**src/rtl/axi_rd_arbiter.sv**
```systemverilog
// Round-robin arbiter sharing one AXI4 read channel (AR/R) between the icache
// and dcache refill ports; one whole line burst is granted at a time.
module axi_rd_arbiter #(
  parameter int LINE_BEATS = 16,
  parameter int CNT_W      = 4
) (
  input  logic        clk,
  input  logic        rstn,
  // icache refill port
  input  logic        i_r_req,
  input  logic [31:0] i_r_addr,
  input  logic        i_r_data_ready,
  output logic        i_r_rdy,
  output logic        i_ret_valid,
  output logic        i_ret_last,
  output logic [31:0] i_r_data,
  // dcache refill port
  input  logic        d_r_req,
  input  logic [31:0] d_r_addr,
  input  logic        d_r_data_ready,
  output logic        d_r_rdy,
  output logic        d_ret_valid,
  output logic        d_ret_last,
  output logic [31:0] d_r_data,
  // AXI AR channel
  output logic        arvalid,
  input  logic        arready,
  output logic [31:0] araddr,
  output logic [3:0]  arid,
  output logic [7:0]  arlen,
  output logic [2:0]  arsize,
  output logic [1:0]  arburst,
  // AXI R channel
  input  logic        rvalid,
  output logic        rready,
  input  logic [31:0] rdata,
  input  logic        rlast,
  input  logic [3:0]  rid,
  // status / debug
  output logic        rd_err,
  output logic [1:0]  state_dbg
);

  localparam logic [1:0] IDLE = 2'd0;
  localparam logic [1:0] ADDR = 2'd1;
  localparam logic [1:0] DATA = 2'd2;

  localparam logic [7:0]       ARLEN_C  = 8'(LINE_BEATS - 1);
  localparam logic [CNT_W-1:0] LAST_CNT = CNT_W'(LINE_BEATS - 1);

  logic [1:0]       state;
  logic             owner;       // 0 = icache, 1 = dcache
  logic             last_grant;  // 0 = icache, 1 = dcache
  logic [CNT_W-1:0] beat_cnt;
  logic             grant_d;
  logic             ar_fire;
  logic             beat_fire;
  logic             err_evt;

  // Handshakes: a transfer happens on a rising edge where valid and ready are
  // both high; valid never depends on ready, and AR fields stay stable while
  // arvalid is high.
  assign grant_d   = d_r_req && (!i_r_req || !last_grant);
  assign ar_fire   = (state == ADDR) && arready;
  assign beat_fire = (state == DATA) && rvalid && rready;

  assign err_evt = (beat_fire && rlast && (beat_cnt != LAST_CNT)) ||
                   (beat_fire && (rid != arid)) ||
                   (rvalid && (state != DATA));

  always_ff @(posedge clk or negedge rstn) begin
    if (!rstn) begin
      state      <= IDLE;
      owner      <= 1'b0;
      last_grant <= 1'b1;
      araddr     <= 32'h0;
      arid       <= 4'h0;
      beat_cnt   <= '0;
    end else begin
      case (state)
        IDLE: begin
          if (i_r_req || d_r_req) begin
            owner      <= grant_d;
            last_grant <= grant_d;
            araddr     <= grant_d ? d_r_addr : i_r_addr;
            arid       <= {3'b000, grant_d};
            state      <= ADDR;
          end
        end
        ADDR: begin
          if (ar_fire) begin
            beat_cnt <= '0;
            state    <= DATA;
          end
        end
        DATA: begin
          if (beat_fire) begin
            beat_cnt <= beat_cnt + 1'b1;
            if (rlast) state <= IDLE;
          end
        end
        default: state <= IDLE;
      endcase
    end
  end

  // Sticky until reset; beats that trip it are still steered normally.
  always_ff @(posedge clk or negedge rstn) begin
    if (!rstn)        rd_err <= 1'b0;
    else if (err_evt) rd_err <= 1'b1;
  end

  always_comb begin
    arvalid     = (state == ADDR);
    arlen       = ARLEN_C;
    arsize      = 3'b010;
    arburst     = 2'b01;
    i_r_rdy     = ar_fire && !owner;
    d_r_rdy     = ar_fire && owner;
    rready      = 1'b0;
    i_ret_valid = 1'b0;
    i_ret_last  = 1'b0;
    i_r_data    = 32'h0;
    d_ret_valid = 1'b0;
    d_ret_last  = 1'b0;
    d_r_data    = 32'h0;
    if (state == DATA) begin
      if (owner) begin
        rready      = d_r_data_ready;
        d_ret_valid = rvalid;
        d_ret_last  = rlast;
        d_r_data    = rdata;
      end else begin
        rready      = i_r_data_ready;
        i_ret_valid = rvalid;
        i_ret_last  = rlast;
        i_r_data    = rdata;
      end
    end
    state_dbg = state;
  end

endmodule

```
**config.mk**
```make
export PLATFORM = sky130hd
export DESIGN_NAME = axi_rd_arbiter
export DESIGN_NICKNAME = d
export VERILOG_FILES = /design/src/rtl/axi_rd_arbiter.sv
export SDC_FILE = /design/constraint.sdc
export NUM_CORES = 1
export LEC_CHECK = 0
export ABC_CLOCK_PERIOD_IN_PS = 1700
export CORE_ASPECT_RATIO = 1.5
export CORE_MARGIN = 2
export CORE_UTILIZATION = 32
export DETAILED_ROUTE_END_ITERATION = 12
export GPL_ROUTABILITY_DRIVEN = 0
export PLACE_DENSITY = 0.8
export REMOVE_ABC_BUFFERS = 1
export SLEW_MARGIN = 20
export SYNTH_ARGS = -nofsm -noshare
export SYNTH_HDL_FRONTEND = slang
export SYNTH_SLANG_ARGS = --single-unit
```
**constraint.sdc**
```tcl
create_clock -name clk -period 1.7 [get_ports clk]
set_input_delay 0.255 -clock clk [delete_from_list [all_inputs] [get_ports clk]]
set_output_delay 0.255 -clock clk [all_outputs]
set_load 0.1 [all_outputs]
```
Word-level counts from Yosys, hierarchy flattened
Cells that the tools add are included.
Word-level totals
  bits in registers: 41
  input bits: 109
  output and inout bits: 124
Operators by class
  add/sub/neg operators: 1
  equality and inequality tests: 9
  muxes and demuxes: 23
  reductions and logical operators: 22
Operators by type and width (count)
  two-way mux 32 bit: 5
  logical AND 1 bit: 10
  two-way mux 1 bit: 10
  two-way mux 2 bit: 4
  two-way mux 4 bit: 2
  inequality test 2 bit (second input constant): 4
  case mux 4 bit (2 select lines): 1
  case mux 2 bit (3 select lines): 1
  adder 4 x 1 -> 4 bit (second input constant): 1
  logical OR 1 bit: 4
  inequality test 4 x 1 -> 1 bit: 1
  inequality test 4 bit (second input constant): 1
  AND reduction 4 bit: 1
  zero test 1 bit: 3
  AND reduction 3 bit: 1
  == test 2 x 1 -> 1 bit (second input constant): 1
  == test 2 bit (second input constant): 1
  zero test 2 bit: 1
  inequality test 2 x 1 -> 1 bit (second input constant): 1
  AND reduction 2 bit: 1
  nonzero test 2 bit: 1

Logic depth before layout (Yosys ltp)
Gate-level depths: netlist of the first run.
  depth in word-level cells: 7
  depth in mapped cells: 5
  mapped depth without buffers: 4

Least setup slack after synthesis of the first run
OpenSTA, ideal clock, no wires.
  path kind: reg2out
  start: register state[1] (netlist: state_dbg[1])
  end: output port rready
  data arrival time: 2675 ps
  path slack: -1230 ps
  cell stages (with the launch flop): 3
  buffers on the path: 0
  cell sequence: dfrtp_1 -> or2b_4 -> nor2_1
On the way
  longest elaborated chain between the ends: 2
RTL lines
  from (decl): RTL line 51  | logic [1:0] state;
  from (signal assigned): RTL line 73  | state <= IDLE;
  from (signal assigned): RTL line 87  | state <= ADDR;
  from (signal assigned): RTL line 93  | state <= DATA;
  == test 2 bit: RTL line 127  | if (state == DATA) begin
  two-way mux 1 bit: RTL line 127
  to (decl): RTL line 35  | output logic rready,
Every way passes these cells.

Worst setup path after layout of the first run
  start: register state[0] (netlist: state_dbg[0])
  end: output port d_r_data[5]
On the way
  longest elaborated chain between the ends: 2
RTL lines
  == test 2 bit: RTL line 127
  two-way mux 32 bit: RTL line 127
  to (decl): RTL line 24  | output logic [31:0] d_r_data,
Every way passes these cells.

==> results of run 1 <==
logic make-up (layout without fill, tap and decap cells):
group,after synthesis,in the layout
and+or+nand+nor,89,89
muxes,67,67
DFF,41,41
buffers and inverters,33,253
AOI/OAI and AO/OA,13,13
other,2,16
adders and majority gates,1,1
xor gates and xnor gates,1,1
metal layers:
metal  up-vias  wire, µm
met3        16      1524
met2       176      5819
li1       1267         -
met1      1355      3549
met5         -         0
met4         0       197
state kept, by name, summed over array words and instances (netlist names):
register    flops
araddr         32
beat_cnt        4
state_dbg       2
last_grant      1
owner           1
rd_err          1
per-stage QoR:
step	setup TNS, ns	power, W
after floorplan	-101.43	0.008221
final	-13.20	0.01387
after detailed placement	-8.025	0.01246
after global routing	-16.21	0.01427
after CTS	-13.81	0.01358
after global placement	-6.801	0.01233
what timing repair did:
action,CTS,global route
pin swaps,7,15
hold endpoints to repair,17,0
gates resized for setup,31,46
hold buffers,1,0
setup buffers,1,6
gates cloned,0,3
endpoints found under the setup margin,71,95
area by class of cell:
class / instances / area, µm² / area share
Timing Repair Buffer: 242 / 3576 / 0.5420
Multi-Input combinational cell: 187 / 1702 / 0.2579
Sequential cell: 41 / 1028 / 0.1559
Clock buffer: 8 / 146.4 / 0.02219
Tap cell: 107 / 133.9 / 0.02029
Inverter: 3 / 11.26 / 0.001707
worst paths after layout:
| check | to | slack [ns] | cells after the start | startpoint |
|---|---|---|---|---|
| max in group asynchronous | araddr[24] | 0.67 | 3 | rstn |
| setup reg to reg | beat_cnt[2] | 0.07 | 5 | state_dbg[0] |
| hold / removal | araddr[25] | 0.46 | 2 | rstn |
| setup / recovery | d_r_data[5] | -0.22 | 5 | state_dbg[0] |
| hold reg to reg | beat_cnt[0] | 0.53 | 1 | beat_cnt[0] |
| min in group clk | beat_cnt[0] | 0.53 | 1 | beat_cnt[0] |
where the power goes:
part / switching, W / internal (W)
clock: 0.000366 / 0.000586
sequential: 0.000517 / 0.00146
combinational: 0.00673 / 0.00422
worst register-to-register path, cell delays in order (launching register included):
cell      delay (ns)
dfrtp_1         0.40
buf_4           0.14
buf_6           0.13
nand3b_1        0.22
or2_4           0.27
a311o_1         0.35
cells in the final DEF (no fill, tap or decap), types with 3 or more instances in the layout:
cell	count
inv_1	3
buf_4	14
o21ai_0	4
dfrtp_1	39
and2_4	67
conb_1	16
nor2_4	3
clkbuf_16	8
o211ai_1	4
buf_12	114
mux2_2	65
clkdlybuf4s50_1	105
==> results.toml, run 1 <==
[global_route]
grt_start_max_net_pins = 35
grt_use_met1 = 0.2126
met2_usage = 0.4141
grt_pass1_vias = 2900
busiest_layer = "met2"
use_met3 = 0.1291
antenna_found_initial = 4
gr-total-overflow = 0
grt_pass1_wl_um = 15650
grtUsageTotal = 0.2245

[logic_synthesis]
synth_edf_count = 0
synth_top_family_by_area = "multiplexers"
yosysMostFrequentCell = "and2_1"
netlist_area_um2 = 2704
yosysUniqueCellTypes = 35
synth_top_area_frac = 0.3702
syn_area_per_cell_um2 = 10.95
synth.area.top_cells = "dfrtp_1 37%, mux2_2 27%, and2_1 16%, buf_4 5.0%, buf_6 1.7%"
synth_xor_xnor_area_share = 0.003239
ys_seq_area_frac = 0.3799
synth_seq_cells = 41
ys_warn_count = 0
synth_mux_area_frac = 0.2800
synth-compound-area-share = 0.03378
synthAdderAreaFrac = 0.004627
synthCells = 247
yosys.area.top_type = "dfrtp_1"
ys.flop_type = "dfrtp_1"
async_flop_share = 1.000
synth_simple_gate_area_frac = 0.2129
synth_commonest_cells = "68 x and2_1, 65 x mux2_2, 40 x dfrtp_1"

[detailed_routing]
vias = 2814
drt_iter0_markers = 77
drc = 0
wl_per_cell_um = 18.86
dr.pass1.iters = 4
via_per_inst = 4.786
ant_nets = 0
detail_route.wirelength_um = 11090

[worst_setup_path]
crit_fanout = 34
crit_path_end_kind = "output pin"
cp.arrival_ns = 1.66
path_delay_family = "simple AND/OR/NAND/NOR gates"
path_class = "register to output pin"
critPathLaunchType = "register"
path_cells = "or2b_4 > nor2_4 > buf_12 > and2_1 > buf_12"
cpMaxStageDelayCell = "dfrtp_1"
crit_top_cell = "buf_12"
slowest_delay_ns = 0.40
required_ns = 1.44
crit_buf_inv = 2

[pwr]
ir_worst_vdd_mv = 1.837
p_leak_nw = 2.796
power_density_nw_per_um2 = 2103

[placed_design]
pre_cts_slack_ns = -0.2603
io_buffers = 216
hpwlAfterDp_um = 8824
post-place-cells = 569
dpl_cell_area_um2 = 6098

[cells_and_area]
final_cell_area_um2 = 6598
syn_to_final_growth_pct = 144.0
nets = 590
final_cells = 588
final_layout_size_suffix_gt1_frac = 0.5904
fill_cells = 461
post-route-util = 0.7939
num_antenna_cells = 0

[cts]
cts-buffers-inserted = 5
cts_tree = "built"
cts_sinks = 41
htree_levels = 2
clk_latency_ns = 0.28
cts_root_buffer = "clkbuf_16"
clk_pin_slew_ns = 0.06
clk_path_buf_depth = 2

[status]
violations = "negative setup slack"
outcome = "finished with violations"

[timing]
slew_violations = 0
fmax_ghz = 0.5209
finalHoldViolations = 0
period_share = 1.129
worst_clock_skew_ns = 0.002461
rsz0062_at_grt = "yes"
period_needed_ns = 1.920
fin_hold_ws_ns = 0.4558
finalSetupViolCount = 70
setup_ws_ns = -0.2198

[hold_path]
worstHoldPathType = "primary input to asynchronous set/reset pin"

[die]
dieWidth_um = 79.06
initial_core_util = 0.3254
core_area_um2 = 8310
placementRows = 41
ioPinCount = 233
die_h_um = 116.6
fp.dieArea_um2 = 9216

[run]
drv_cap = 0
Note: power is estimated with default switching activity, not from simulation.
==> run 2, diff against run 1 <==
- CORE_UTILIZATION: 32 -> 35
- DONT_BUFFER_PORTS: not set -> 1
- PLACE_DENSITY: 0.8 -> 0.48
==> run 2 against run 1 <==
The flow still finishes with violations (negative setup slack). Final cell count is 21% lower. Sequential share of layout area rose by 5.6 points. Worst setup slack better by 0.023 ns. Design area shrank 27%. Core utilization decreased by 15 points. Flip-flop and latch count did not move. Critical endpoint is now d_r_data[19]. Largest cell class unchanged.
==> results.toml, run 2 (same netlist as run 1, synthesis figures left out) <==
[worst_setup_path]
path_class = "register to output pin"
required_ns = 1.44
r2r_setup_slack_ns = 0.20
timing.rr.end = "araddr[4]"
crit_fanout = 34
cp.arrival_ns = 1.64
reg2reg_depth = 4
worstReg2RegStart = "last_grant"
crit_path_end_kind = "output pin"
critPathLaunchType = "register"

[cells_and_area]
nets = 469
most-common-layout-cells = "77 x buf_12, 65 x mux2_2, 51 x and2_4"
final_layout_size_suffix_gt1_frac = 0.7111
post-route-util = 0.6410
largest_register_ffs = 32
syn_to_final_growth_pct = 79.32
final_cells = 462
num_antenna_cells = 0
final_common_cell = "buf_12"
largest_register = "araddr"

[detailed_routing]
wl_per_cell_um = 17.34
via_per_inst = 4.779
drt_iter0_markers = 69
detail_route.wirelength_um = 8013
dr.pass1.iters = 3
drc = 0
ant_nets = 0
vias = 2208

[placed_design]
hpwlAfterDp_um = 6772
io_buffers = 0
post-place-cells = 451

[global_route]
busiest_layer = "met2"
grt_pass1_wl_um = 11590
gr-total-overflow = 0
met2_usage = 0.3259
grt_start_max_net_pins = 42
antenna_found_initial = 0
use_met3 = 0.1059
grt_use_met1 = 0.1710
grtUsageTotal = 0.1825
grt_pass1_vias = 2179

[cts]
cts-buffers-inserted = 5
cts_sinks = 41
cts_root_buffer = "clkbuf_16"
clk_path_buf_depth = 2
clk_latency_ns = 0.28
clk_pin_slew_ns = 0.06
cts_tree = "built"
htree_levels = 2

[status]
violations = "negative setup slack"
outcome = "finished with violations"

[timing]
finalSetupViolCount = 68
period_needed_ns = 1.897
finalHoldViolations = 0
fmax_ghz = 0.5271
rsz0062_at_grt = "yes"
setup_ws_ns = -0.1973
slew_violations = 0
period_share = 1.116
worst_clock_skew_ns = 0.004585

[die]
die_h_um = 111.6
fp.dieArea_um2 = 8459
initial_core_util = 0.3575
ioPinCount = 233
dieWidth_um = 75.77
placementRows = 39
core_area_um2 = 7564

[hold_path]
worstHoldPathType = "primary input to register"
min_to = "rd_err"
holdPathStages = 2
hold_path_startpoint = "rvalid"

[run]
drv_cap = 0
==> run 2: cell count changes in the layout (fill, tap and decap cells not counted), moves of 2 or more <==
cell / delta
dlymetal6s2s_1: -2
clkdlybuf4s50_1: -105
clkbuf_16: -3
clkinvlp_4: +2
buf_4: +28
and2_4: -16
buf_12: -37
and2_1: +16
==> run 2: per-layer routing <==
| metal | part of all wire | vias to the layer above |
|---|---|---|
| met5 | 0 | - |
| met4 | 0.0060 | 0 |
| met3 | 0.16 | 4 |
| met2 | 0.53 | 148 |
| met1 | 0.30 | 1033 |
| li1 | - | 1023 |
==> run 2: through the flow <==
step	instance area, µm²	setup WS (ns)	TNS [ns]	hold slack [ns]
finish	4848	-0.1973	-10.75	0.1077
global route	4848	-0.2589	-15.14	0.1160
CTS	4768	-0.1964	-12.31	0.1016
detailed placement	4526	0.09051	0	-0.03959
global placement	4526	0.1078	0	-0.03955
floorplan	2544	-1.230	-101.43	-0.04059
==> run 2: worst max-delay path: stages (launching register included) <==
cell and delay (ns):
dfrtp_1 0.37, or2b_4 0.30, nor2_4 0.11, buf_12 0.19, and2_1 0.19, buf_12 0.18
==> run 2: worst max-delay path by stage <==
stage / from / to / slack, ns / depth (start not counted)
floorplan: state_dbg[1] / rready / -1.23 / 2
global placement: state_dbg[0] / d_r_data[24] / 0.11 / 5
detailed placement: state_dbg[0] / d_r_data[24] / 0.09 / 5
CTS: state_dbg[0] / d_ret_last / -0.20 / 5
global route: state_dbg[0] / i_r_data[28] / -0.26 / 5
finish: state_dbg[0] / d_r_data[19] / -0.20 / 5
==> run 2: repair_timing <==
| item | CTS | global route |
|---|---|---|
| hold buffers | 2 | 0 |
| endpoints found under the setup margin | 72 | 71 |
| buffers inserted | 1 | 1 |
| gates resized for setup | 24 | 30 |
| endpoints found under the hold margin | 41 | 0 |
| pin swaps | 0 | 1 |
==> run 2: layout make-up <==
cell class	instances	area, µm²
repair buffers	121	1878
fillers	591	2715
multi-input cells	187	1659
flip-flops and latches	41	1028
well taps	102	127.6
clock inverters	2	15.01
clock buffers	6	128.9
inverters	3	11.26
Power of run 2 is left out: the tool's default activity adds up to more than one toggle a clock period on the data nets, which glitch-free logic cannot reach.
